--- config.mk ---
export PLATFORM = sky130hd
export DESIGN_NAME = conv_window_ctrl
export DESIGN_NICKNAME = d
export VERILOG_FILES = /design/src/rtl/conv_window_ctrl.sv
export SDC_FILE = /design/constraint.sdc
export NUM_CORES = 1
export LEC_CHECK = 0
export CAP_MARGIN = 10
export CORE_ASPECT_RATIO = 1.75
export CORE_MARGIN = 5
export CORE_UTILIZATION = 40
export DETAILED_ROUTE_END_ITERATION = 7
export SYNTH_ARGS = -nofsm -noshare
export SYNTH_HDL_FRONTEND = slang
export SYNTH_SLANG_ARGS = --single-unit
--- constraint.sdc ---
create_clock -name clk -period 3.2 [get_ports clk]
set_input_delay 0.64 -clock clk [delete_from_list [all_inputs] [get_ports clk]]
set_output_delay 0.64 -clock clk [all_outputs]
set_load 0.005 [all_outputs]
--- src/rtl/conv_window_ctrl.sv ---
// Frame sequencer for the 3-row line buffer ahead of the 3x3 convolution.
// Gates raster pixels into the buffer, tracks position, and strobes complete windows.
module conv_window_ctrl #(
    parameter int DATA_WIDTH = 16,
    parameter int IMG_WIDTH  = 28,
    parameter int IMG_HEIGHT = 28
) (
    input  logic                         clk,
    input  logic                         reset,
    input  logic                         start,
    input  logic                         abort,
    input  logic                         px_valid,
    input  logic signed [DATA_WIDTH-1:0] px_data,
    output logic                         px_ready,
    input  logic                         dn_ready,
    output logic                         lb_clear,
    output logic                         lb_in_valid,
    output logic signed [DATA_WIDTH-1:0] lb_pixel,
    output logic                         win_valid,
    output logic [15:0]                  win_row,
    output logic [15:0]                  win_col,
    output logic                         busy,
    output logic                         frame_done
);

    localparam logic [15:0] COL_LAST = 16'(IMG_WIDTH - 1);
    localparam logic [15:0] ROW_LAST = 16'(IMG_HEIGHT - 1);

    typedef enum logic [1:0] {
        IDLE   = 2'd0,
        CLEAR  = 2'd1,
        STREAM = 2'd2,
        FLUSH  = 2'd3
    } state_t;

    state_t      state_q, state_d;
    logic [15:0] col_q, col_d;
    logic [15:0] row_q, row_d;
    logic        abort_q, abort_d;
    logic        win_valid_q, win_valid_d;
    logic [15:0] win_row_q, win_row_d;
    logic [15:0] win_col_q, win_col_d;
    logic        beat;

    always_ff @(posedge clk or posedge reset) begin
        if (reset) begin
            state_q     <= IDLE;
            col_q       <= '0;
            row_q       <= '0;
            abort_q     <= 1'b0;
            win_valid_q <= 1'b0;
            win_row_q   <= '0;
            win_col_q   <= '0;
        end else begin
            state_q     <= state_d;
            col_q       <= col_d;
            row_q       <= row_d;
            abort_q     <= abort_d;
            win_valid_q <= win_valid_d;
            win_row_q   <= win_row_d;
            win_col_q   <= win_col_d;
        end
    end

    always_comb begin
        state_d     = state_q;
        col_d       = col_q;
        row_d       = row_q;
        abort_d     = 1'b0;
        win_valid_d = 1'b0;
        win_row_d   = win_row_q;
        win_col_d   = win_col_q;
        px_ready    = 1'b0;
        beat        = 1'b0;

        case (state_q)
            IDLE: begin
                if (start) state_d = CLEAR;
            end
            CLEAR: begin
                col_d   = '0;
                row_d   = '0;
                state_d = STREAM;
            end
            STREAM: begin
                px_ready = dn_ready;
                beat     = px_valid & dn_ready;
                if (beat) begin
                    if (col_q == COL_LAST) begin
                        col_d = '0;
                        row_d = row_q + 16'd1;
                    end else begin
                        col_d = col_q + 16'd1;
                    end
                    // Window is reported one cycle later to line up with the buffer's output register.
                    if (row_q >= 16'd2 && col_q >= 16'd2) begin
                        win_valid_d = 1'b1;
                        win_row_d   = row_q - 16'd2;
                        win_col_d   = col_q - 16'd2;
                    end
                    if (row_q == ROW_LAST && col_q == COL_LAST) state_d = FLUSH;
                end
            end
            FLUSH: begin
                col_d   = '0;
                row_d   = '0;
                state_d = IDLE;
            end
            default: state_d = IDLE;
        endcase

        // A simultaneous beat still reaches the buffer, but its window is dropped.
        if (abort && state_q != IDLE) begin
            state_d     = IDLE;
            col_d       = '0;
            row_d       = '0;
            abort_d     = 1'b1;
            win_valid_d = 1'b0;
            win_row_d   = win_row_q;
            win_col_d   = win_col_q;
        end
    end

    assign lb_clear    = (state_q == CLEAR) | abort_q;
    assign frame_done  = (state_q == FLUSH) | abort_q;
    assign busy        = (state_q == CLEAR) | (state_q == STREAM);
    assign lb_in_valid = beat;
    assign lb_pixel    = (state_q == STREAM) ? px_data : '0;
    assign win_valid   = win_valid_q;
    assign win_row     = win_row_q;
    assign win_col     = win_col_q;

endmodule

==> flow_metrics.tcl, run 1 <==
set metrics [dict create \
    status "complete, no violations" \
    synth_area_um2 4050 \
    synthXorXnorAreaFrac 0.0476 \
    start_util 0.409 \
    dr.pass1.iters 4 \
    cp-startpoint "state_q[0]" \
    dp.cells 607 \
    overflow 0 \
    gp_congestion 0.860 \
    die_x_um 86.1 \
    cts.sinks 68 \
    pwr-share-clk 0.288 \
    post_cts_buffers 0 \
    p_comb_frac 0.390 \
    synth_area_per_cell_um2 9.53 \
    power.share.switching 0.326 \
    seqCellArea_um2 1700 \
    wirelength_um 10300 \
    clk_path_buf_depth 2 \
    slew_headroom 0.333 \
    die_h_um 143 \
    reg2reg_to "win_col[0]" \
    yosysTopAreaCell "dfrtp_1" \
    cts-resized-gates 0 \
    drv_cap 0 \
    r2r_setup_slack_ps 280 \
    core-area_um2 9910 \
    cp.required_ps 2560 \
    rsz0062_at_grt "no" \
    antenna_found_initial 0 \
    ys_top_cells_by_area "dfrtp_1 (42%), mux2_4 (7.4%), o21ai_0 (4.7%)" \
    postSynthCellCount 425 \
    holdBufCountCts 0 \
    synth_nets 459 \
    crit_path_end_kind "output port" \
    drt-initial-drc-count 134 \
    leakagePower_nw 2.38 \
    finalClockSkew_ps 4.66 \
    path_clk_slew_ps 60 \
    synth_flop_cell "dfrtp_1" \
    stdcell_count 623 \
    dp.final_hpwl_um 7860 \
    vias_per_cell 5.40 \
    synthToLayoutAreaGrowth_pct 28.7 \
    synth_edf_count 0 \
    grt_pass1_wl_um 17000 \
    min_path_type "reg2reg" \
    cts_tree "yes" \
    drive_gt1_frac 0.114 \
    grt_max_degree 34 \
    synth_top_family_by_area "simple AND/OR/NAND/NOR gates" \
    yosys_warnings 0 \
    slew_viol_final 0 \
    max_freq_mhz 338 \
    ys_ff_latch 68 \
    yosysUniqueCellTypes 48 \
    finalCriticalPeriod_ps 2960 \
    clock-root-buffer "clkbuf_16" \
    p_int_mw 2.34 \
    finalCritPeriodShare 0.926 \
    final.setup.tns_ps 0 \
    vias 3365 \
    cp_data_arrival_time_ps 2320 \
    whs_endpoint "win_col[15]" \
    rr_startpoint "row_q[9]" \
    n_fill_cell 914 \
    hold_start "win_col[15]" \
    cts_max_level 3 \
    grt_pass1_vias 3414 \
    crit_fanout 23 \
    yosysTopAreaCellShare 0.420 \
    antenna_cells 0 \
    worst_setup_path_start_kind "flip-flop" \
    ant_nets 0 \
    synth_fa_ha_area_frac 0.0371 \
    finalSetupViolCount 0 \
    worst_slew_pin_slew_ps 997 \
    rows 48 \
    die_area_um2 12300 \
    powerDensity_nw_per_um2 665 \
    seq_power_share 0.322 \
    multi_input_area_um2 2110 \
    insertion_delay_ps 340 \
    track_usage 0.177 \
    final_nets 527 \
    irDropWorstVdd_uv 397 \
    r2r_cells 6 \
    synth_seq_area_share 0.420 \
    cts-buffers-inserted 9 \
    synthArstFlopShare 1.00 \
    io_pins 76 \
    wl_per_cell_um 16.5 \
    synth_compound_area_frac 0.116 \
    synthSimpleGateAreaFrac 0.215 \
    switching_power_mw 1.13 \
    whs_path_depth 1 \
    drc_errors 0 \
    hold_viol 0 \
    port_buffers 75 \
    path_class "reg2out" \
    synthMuxAreaShare 0.106 \
]
## worst max path at each step
stage / endpoint / slack, ps / cells after the start
6_report: lb_in_valid / 240 / 5
5_1_grt: lb_in_valid / 40 / 5
4_1_cts: lb_in_valid / 200 / 5
3_5_place_dp: win_col[0] / 280 / 6
3_3_place_gp: win_row[11] / 340 / 6
2_1_floorplan: win_col[10] / 360 / 7
## registers in the layout, summed over array words and instances (netlist names)
name,cells
state_q,2
col_q,16
win_col,16
row_q,16
win_valid,1
abort_q,1
win_row,16
## logic make-up (layout without fill, tap and decap cells)
group	count (synthesis)	in the layout
XOR/XNOR	22	22
AND/OR/NAND/NOR	160	160
buffers and inverters	54	127
multiplexers	32	32
flip-flops	68	68
AO/OA/AOI/OAI	77	77
adder cells (fa/ha/maj)	12	12
## metrics by stage
step | utilization | hold WS [ps] | cell area, um2 | worst slack (ps) | power, mW
after global placement | 0.495 | 478 | 4910 | 339 | 2.48
after detailed placement | 0.495 | 484 | 4910 | 279 | 2.50
after CTS | 0.526 | 499 | 5210 | 205 | 3.51
final | 0.526 | 492 | 5210 | 238 | 3.47
after global routing | 0.526 | 513 | 5210 | 36.1 | 3.68
after floorplan | - | 486 | 4050 | 357 | 1.87
## synthesized netlist by cell type (2+ instances only)
cell type  instances
mux2_1             5
ha_1              12
nor3_1            10
or4_4              2
xor2_1            10
nand4_1           15
and2_1            17
o211ai_1           3
mux2_4            20
xnor2_1           12
or4_1              8
dfrtp_1           68
nand3_1           16
nand2b_1           4
nand3b_1           2
and4_1             2
nor2_1            22
buf_6              4
a31oi_1            4
clkbuf_1          22
nand2_1           33
mux2i_1            4
or2_2              3
o31ai_1            7
nor3b_1            2
or3_1             13
a21oi_1           13
a22o_1             2
o21ai_0           38
mux2_2             3
inv_1             26
and3_1             2
nor4_1             6
## power groups by stage
stage,Sequential [mW],Combinational [mW],Clock [mW]
detailed placement,1.13,1.37,0
CTS,1.12,1.37,1.02
floorplan,1.12,0.752,0
global route,1.14,1.48,1.06
finish,1.12,1.35,0.998
global placement,1.13,1.35,0
## area by class of cell
type                            instances  area share
Sequential cell                        68       0.327
Inverter                               26      0.0187
Clock buffer                           10      0.0459
Timing Repair Buffer                   85       0.161
Clock inverter                          6      0.0122
Tap cell                              125      0.0300
Multi-Input combinational cell        303       0.406
## metal layers
metal | vias up | part of all wire | wire length [um] | track usage
li1 | 1627 | - | - | -
met1 | 1647 | 0.37 | 3750 | 0.180
met2 | 62 | 0.57 | 5870 | 0.336
met3 | 29 | 0.030 | 307 | 0.0294
met4 | 0 | 0.035 | 356 | 0.0917
met5 | - | 0 | 0 | 0
## critical path, cell delays in order (launching register included)
cell             delay (ps)
dfrtp_1                 420
inv_1                   120
ha_1                    550
nand3_1                 210
inv_1                   170
clkdlybuf4s50_1         520
## cells in the final DEF, fill, tap and decap left out, types with 13 or more instances in the layout
cell type,n
nor2_1,22
clkdlybuf4s50_1,75
or3_1,13
dfrtp_1,68
mux2_4,20
o21ai_0,38
inv_1,25
nand3_1,16
and2_1,17
nand4_1,15
a21oi_1,13
nand2_1,33
Note: power is estimated with default switching activity, not from simulation.
==> inputs of run 2 (changes only) <==
CORE_MARGIN = unset   (was 5)
GPL_ROUTABILITY_DRIVEN = 0   (was unset)
==> run 2 against run 1 <==
  * Power rose by 2.5%
  * First-iteration DRC count rose by 0.75%
  * Highest routed layer unchanged
  * Clock power rose by 8%
  * Register-to-register slack barely moved
  * Combinational power barely moved
  * Final cell count did not move
==> flow_metrics.tcl, run 2 (synthesized netlist as in run 1, its figures left out) <==
set metrics [dict create \
    cts_max_level 3 \
    overflow 0 \
    rsz0062_at_grt "no" \
    clock-root-buffer "clkbuf_16" \
    powerDensity_nw_per_um2 677 \
    insertion_delay_ps 340 \
    clk_path_buf_depth 2 \
    n_fill_cell 911 \
    drive_gt1_frac 0.116 \
    leakagePower_nw 2.39 \
    status "complete, no violations" \
    power.total_mw 3.55 \
    slew_viol_final 0 \
    drt-initial-drc-count 135 \
    holdBufCountCts 0 \
    dp.cells 607 \
    min_path_type "reg2reg" \
    cts_tree "yes" \
    cpMaxStageDelayCell "or4_4" \
    cts.sinks 68 \
    cts-buffers-inserted 9 \
    rows 48 \
    drv_cap 0 \
    final_common_cell "clkdlybuf4s50_1" \
    crit_buf_inv 1 \
    wirelength_um 10400 \
    finalSetupViolCount 0 \
    stdcell_count 623 \
    finalCriticalPeriod_ps 2930 \
    worst_slew_pin_slew_ps 1010 \
    path_clk_slew_ps 60 \
    grt_pass1_wl_um 17000 \
    worst_setup_path_start_kind "flip-flop" \
    grt_max_degree 69 \
    die_x_um 78.1 \
    core-area_um2 9850 \
    slew_headroom 0.321 \
    crit_chain "or4_4, or3_4, or4_4, o31ai_4, buf_4, mux2_1" \
    port_buffers 75 \
    ant_nets 0 \
    finalClockSkew_ps 6.83 \
    crit_path_end_kind "flip-flop" \
    synthToLayoutAreaGrowth_pct 29.6 \
    vias_per_cell 5.39 \
    final_nets 527 \
    post_cts_buffers 0 \
    vias 3356 \
    wl_per_cell_um 16.7 \
    fin_ws_ps 266 \
    die_h_um 135 \
    finalCritPeriodShare 0.917 \
    irDropWorstVdd_uv 351 \
    cpMostUsedCell "or4_4" \
    final.setup.tns_ps 0 \
    path_class "reg2reg" \
    grt_pass1_vias 3443 \
    start_util 0.411 \
    most-common-layout-cells "clkdlybuf4s50_1 (75), dfrtp_1 (68), o21ai_0 (38)" \
    track_usage 0.211 \
    post-place-ws_ps 276 \
    io_pins 76 \
    crit_fanout 11 \
    cp.required_ps 3420 \
    antenna_cells 0 \
    critical-path-top-delay-family "simple AND/OR/NAND/NOR gates" \
    die_area_um2 10500 \
    dp.final_hpwl_um 7680 \
    drc_errors 0 \
    antenna_found_initial 0 \
    dr.pass1.iters 4 \
    hold_viol 0 \
    cp_data_arrival_time_ps 3150 \
    cp_slowest_stage_delay_ps 550 \
    max_freq_mhz 341 \
]
[run 2: changes by cell type in the layout (fill, tap and decap cells not counted)]
| cell | previous run | this run |
|---|---|---|
| bufinv_16 | 1 | 2 |
| ha_1 | 12 | 11 |
| clkbuf_8 | 1 | 0 |
| buf_12 | 1 | 2 |
| ha_2 | 0 | 1 |
| clkinv_4 | 1 | 3 |
| clkinv_2 | 2 | 0 |
| buf_4 | 9 | 8 |
[run 2: layout make-up]
type,instances,area [um2],share of cell area
Clock inverter,7,101,0.0193
Clock buffer,9,225,0.0429
Tap cell,125,156,0.0298
Timing Repair Buffer,85,851,0.162
Inverter,26,97.6,0.0186
Sequential cell,68,1700,0.324
Multi-Input combinational cell,303,2120,0.403
[run 2: repair_timing]
action / 4_1_cts / 5_1_grt
endpoints found under the hold margin: 0 / 0
resized for setup: 0 / 1
setup endpoints to repair: 0 / 1
[run 2: final timing paths]
kind	from	end	slack [ps]	depth (start not counted)
worst max-delay path	row_q[9]	win_col[15]	270	6
worst min-delay path	win_col[1]	win_col[1]	500	1
worst max register to register	row_q[9]	win_col[15]	270	6
worst min register to register	win_col[1]	win_col[1]	500	1
max in group asynchronous	reset	win_col[6]	2200	3
min in group asynchronous	reset	win_col[0]	680	3
[run 2: power by group]
group	switching, mW	leakage (nW)	internal, mW
registers	0.117	0.921	1.00
logic	0.639	1.32	0.714
clock network	0.396	0.152	0.685
total	1.15	2.39	2.40
[run 2: stage by stage]
stage	hold slack (ps)	utilization	instance area [um2]
6_report	500	0.533	5250
5_1_grt	522	0.533	5250
4_1_cts	508	0.533	5250
3_5_place_dp	495	0.499	4920
3_3_place_gp	474	0.499	4920
2_1_floorplan	486	-	4050
[run 2: per-layer routing]
layer,vias to the layer above,GRT usage,wire [um]
met5,-,0,0
met4,0,0.102,228
met2,55,0.399,6080
met1,1640,0.216,3840
met3,19,0.0439,257
li1,1642,-,-
==> inputs of run 3 (changes only) <==
CORE_MARGIN = 4   (was unset)
MAX_ROUTING_LAYER = met4   (was unset)
==> run 3 against run 2 <==
  * Flip-flop and latch count unchanged
  * First-iteration DRC count increased by 50%
  * Worst hold slack improved by 1.1 ps
  * Final cell count unchanged
  * Via count increased by 0.27%
  * Wire length decreased by 1.0%
  * Clock-buffer cell count increased by 4
  * Critical path type unchanged
  * Non-clock buffer count unchanged
  * Sequential share of layout area increased by 0.10 points
  * Largest cell class unchanged
  * Sequential power about the same
  * Die area increased by 12%
==> flow_metrics.tcl, run 3 (synthesized netlist as in run 1, its figures left out) <==
set metrics [dict create \
    powerDensity_nw_per_um2 675 \
    cts_tree "yes" \
    die_h_um 141 \
    port_buffers 75 \
    dp.final_hpwl_um 7700 \
    cts-resized-gates 0 \
    slew_viol_final 0 \
    vias 3365 \
    wl_met3_um 272 \
    cp.required_ps 3420 \
    clock-root-buffer "clkbuf_16" \
    finalCritPeriodShare 0.911 \
    drt-initial-drc-count 202 \
    leakagePower_nw 2.40 \
    grt_pass1_wl_um 17200 \
    finalCriticalPeriod_ps 2910 \
    final_common_cell "clkdlybuf4s50_1" \
    clk_path_buf_depth 2 \
    final.setup.tns_ps 0 \
    rsz0062_at_grt "no" \
    max_freq_mhz 343 \
    wl_per_cell_um 16.5 \
    utilization 0.528 \
    final_nets 527 \
    hold_viol 0 \
    routed.top_layer "met4" \
    io_pins 76 \
    post_cts_buffers 0 \
    status "complete, no violations" \
    cts_max_level 3 \
    worst_setup_path_start_kind "flip-flop" \
    core-area_um2 9910 \
    overflow 0 \
    path_class "reg2reg" \
    drive_gt1_frac 0.116 \
    die_area_um2 11900 \
    path_clk_slew_ps 50 \
    finalClockSkew_ps 10.5 \
    crit_fanout 33 \
    slew_headroom 0.345 \
    finalSetupViolCount 0 \
    cts-buffers-inserted 9 \
    wl_met1_um 3930 \
    grt_max_degree 34 \
    synthToLayoutAreaGrowth_pct 29.2 \
    cp_data_arrival_time_ps 3130 \
    holdBufCountCts 0 \
    min_path_type "reg2reg" \
    die_x_um 84.1 \
    antenna_found_initial 0 \
    dr.pass1.iters 4 \
    insertion_delay_ps 340 \
    drv_cap 0 \
    wirelength_um 10300 \
    drc_errors 0 \
    antenna_cells 0 \
    vias_per_cell 5.40 \
    cts.sinks 68 \
    wl_met2_um 5780 \
    most-common-layout-cells "clkdlybuf4s50_1 (75), dfrtp_1 (68), o21ai_0 (38)" \
    ant_nets 0 \
    crit_path_end_kind "flip-flop" \
    track_usage 0.188 \
    irDropWorstVdd_uv 407 \
    worst_slew_pin_slew_ps 978 \
    start_util 0.409 \
    grt_pass1_vias 3444 \
    rows 48 \
]
## run 3: cell types whose count changed in the layout (fill, tap and decap cells not counted), sizes merged
cell      change
clkbuf        +4
clkinv        -2
bufinv        -1
clkinvlp      -1
## run 3: per-layer routing
layer / GRT usage / vias to the layer above
met4: 0.0983 / 0
met3: 0.0333 / 24
met2: 0.336 / 63
met5: - / -
li1: - / 1634
met1: 0.192 / 1644
## run 3: per-stage QoR
| stage | cells | hold slack (ps) | worst slack, ps | area, um2 | power [mW] |
|---|---|---|---|---|---|
| 6_report | 623 | 501 | 286 | 5230 | 3.53 |
| 5_1_grt | 623 | 521 | 179 | 5230 | 3.75 |
| 4_1_cts | 623 | 501 | 174 | 5230 | 3.57 |
| 3_5_place_dp | 607 | 489 | 295 | 4910 | 2.50 |
| 3_3_place_gp | 607 | 478 | 334 | 4910 | 2.48 |
| 2_1_floorplan | 425 | 486 | 357 | 4050 | 1.87 |
## run 3: power breakdown
group	switching [mW]	internal (mW)	total (mW)	leakage, nW
Combinational	0.643	0.713	1.36	1.32
Sequential	0.116	1.00	1.12	0.921
Clock	0.367	0.687	1.05	0.158
Total	1.13	2.40	3.53	2.40
## run 3: final timing paths
path | startpoint | endpoint | slack [ps] | depth (start not counted)
worst max-delay path | row_q[9] | win_row[14] | 290 | 6
max in group asynchronous | reset | col_q[6] | 1830 | 3
worst min-delay path | win_col[0] | win_col[0] | 500 | 1
worst min register to register | win_col[0] | win_col[0] | 500 | 1
worst max register to register | row_q[9] | win_row[14] | 290 | 6
min in group asynchronous | reset | win_row[7] | 640 | 2
## run 3: layout make-up
| cell class | count | area (um2) |
|---|---|---|
| fill | 927 | 4680 |
| multi-input combinational | 303 | 2120 |
| sequential | 68 | 1700 |
| timing repair buffer | 85 | 838 |
| clock buffer | 13 | 280 |
| tap | 125 | 156 |
| inverter | 26 | 97.6 |
| clock inverter | 3 | 42.5 |
## run 3: worst max-delay path: stages (launching register included)
cell,delay [ps]
dfrtp_1,460
or4_4,560
or3_4,350
or4_4,510
o31ai_4,270
buf_12,280
mux2_2,360
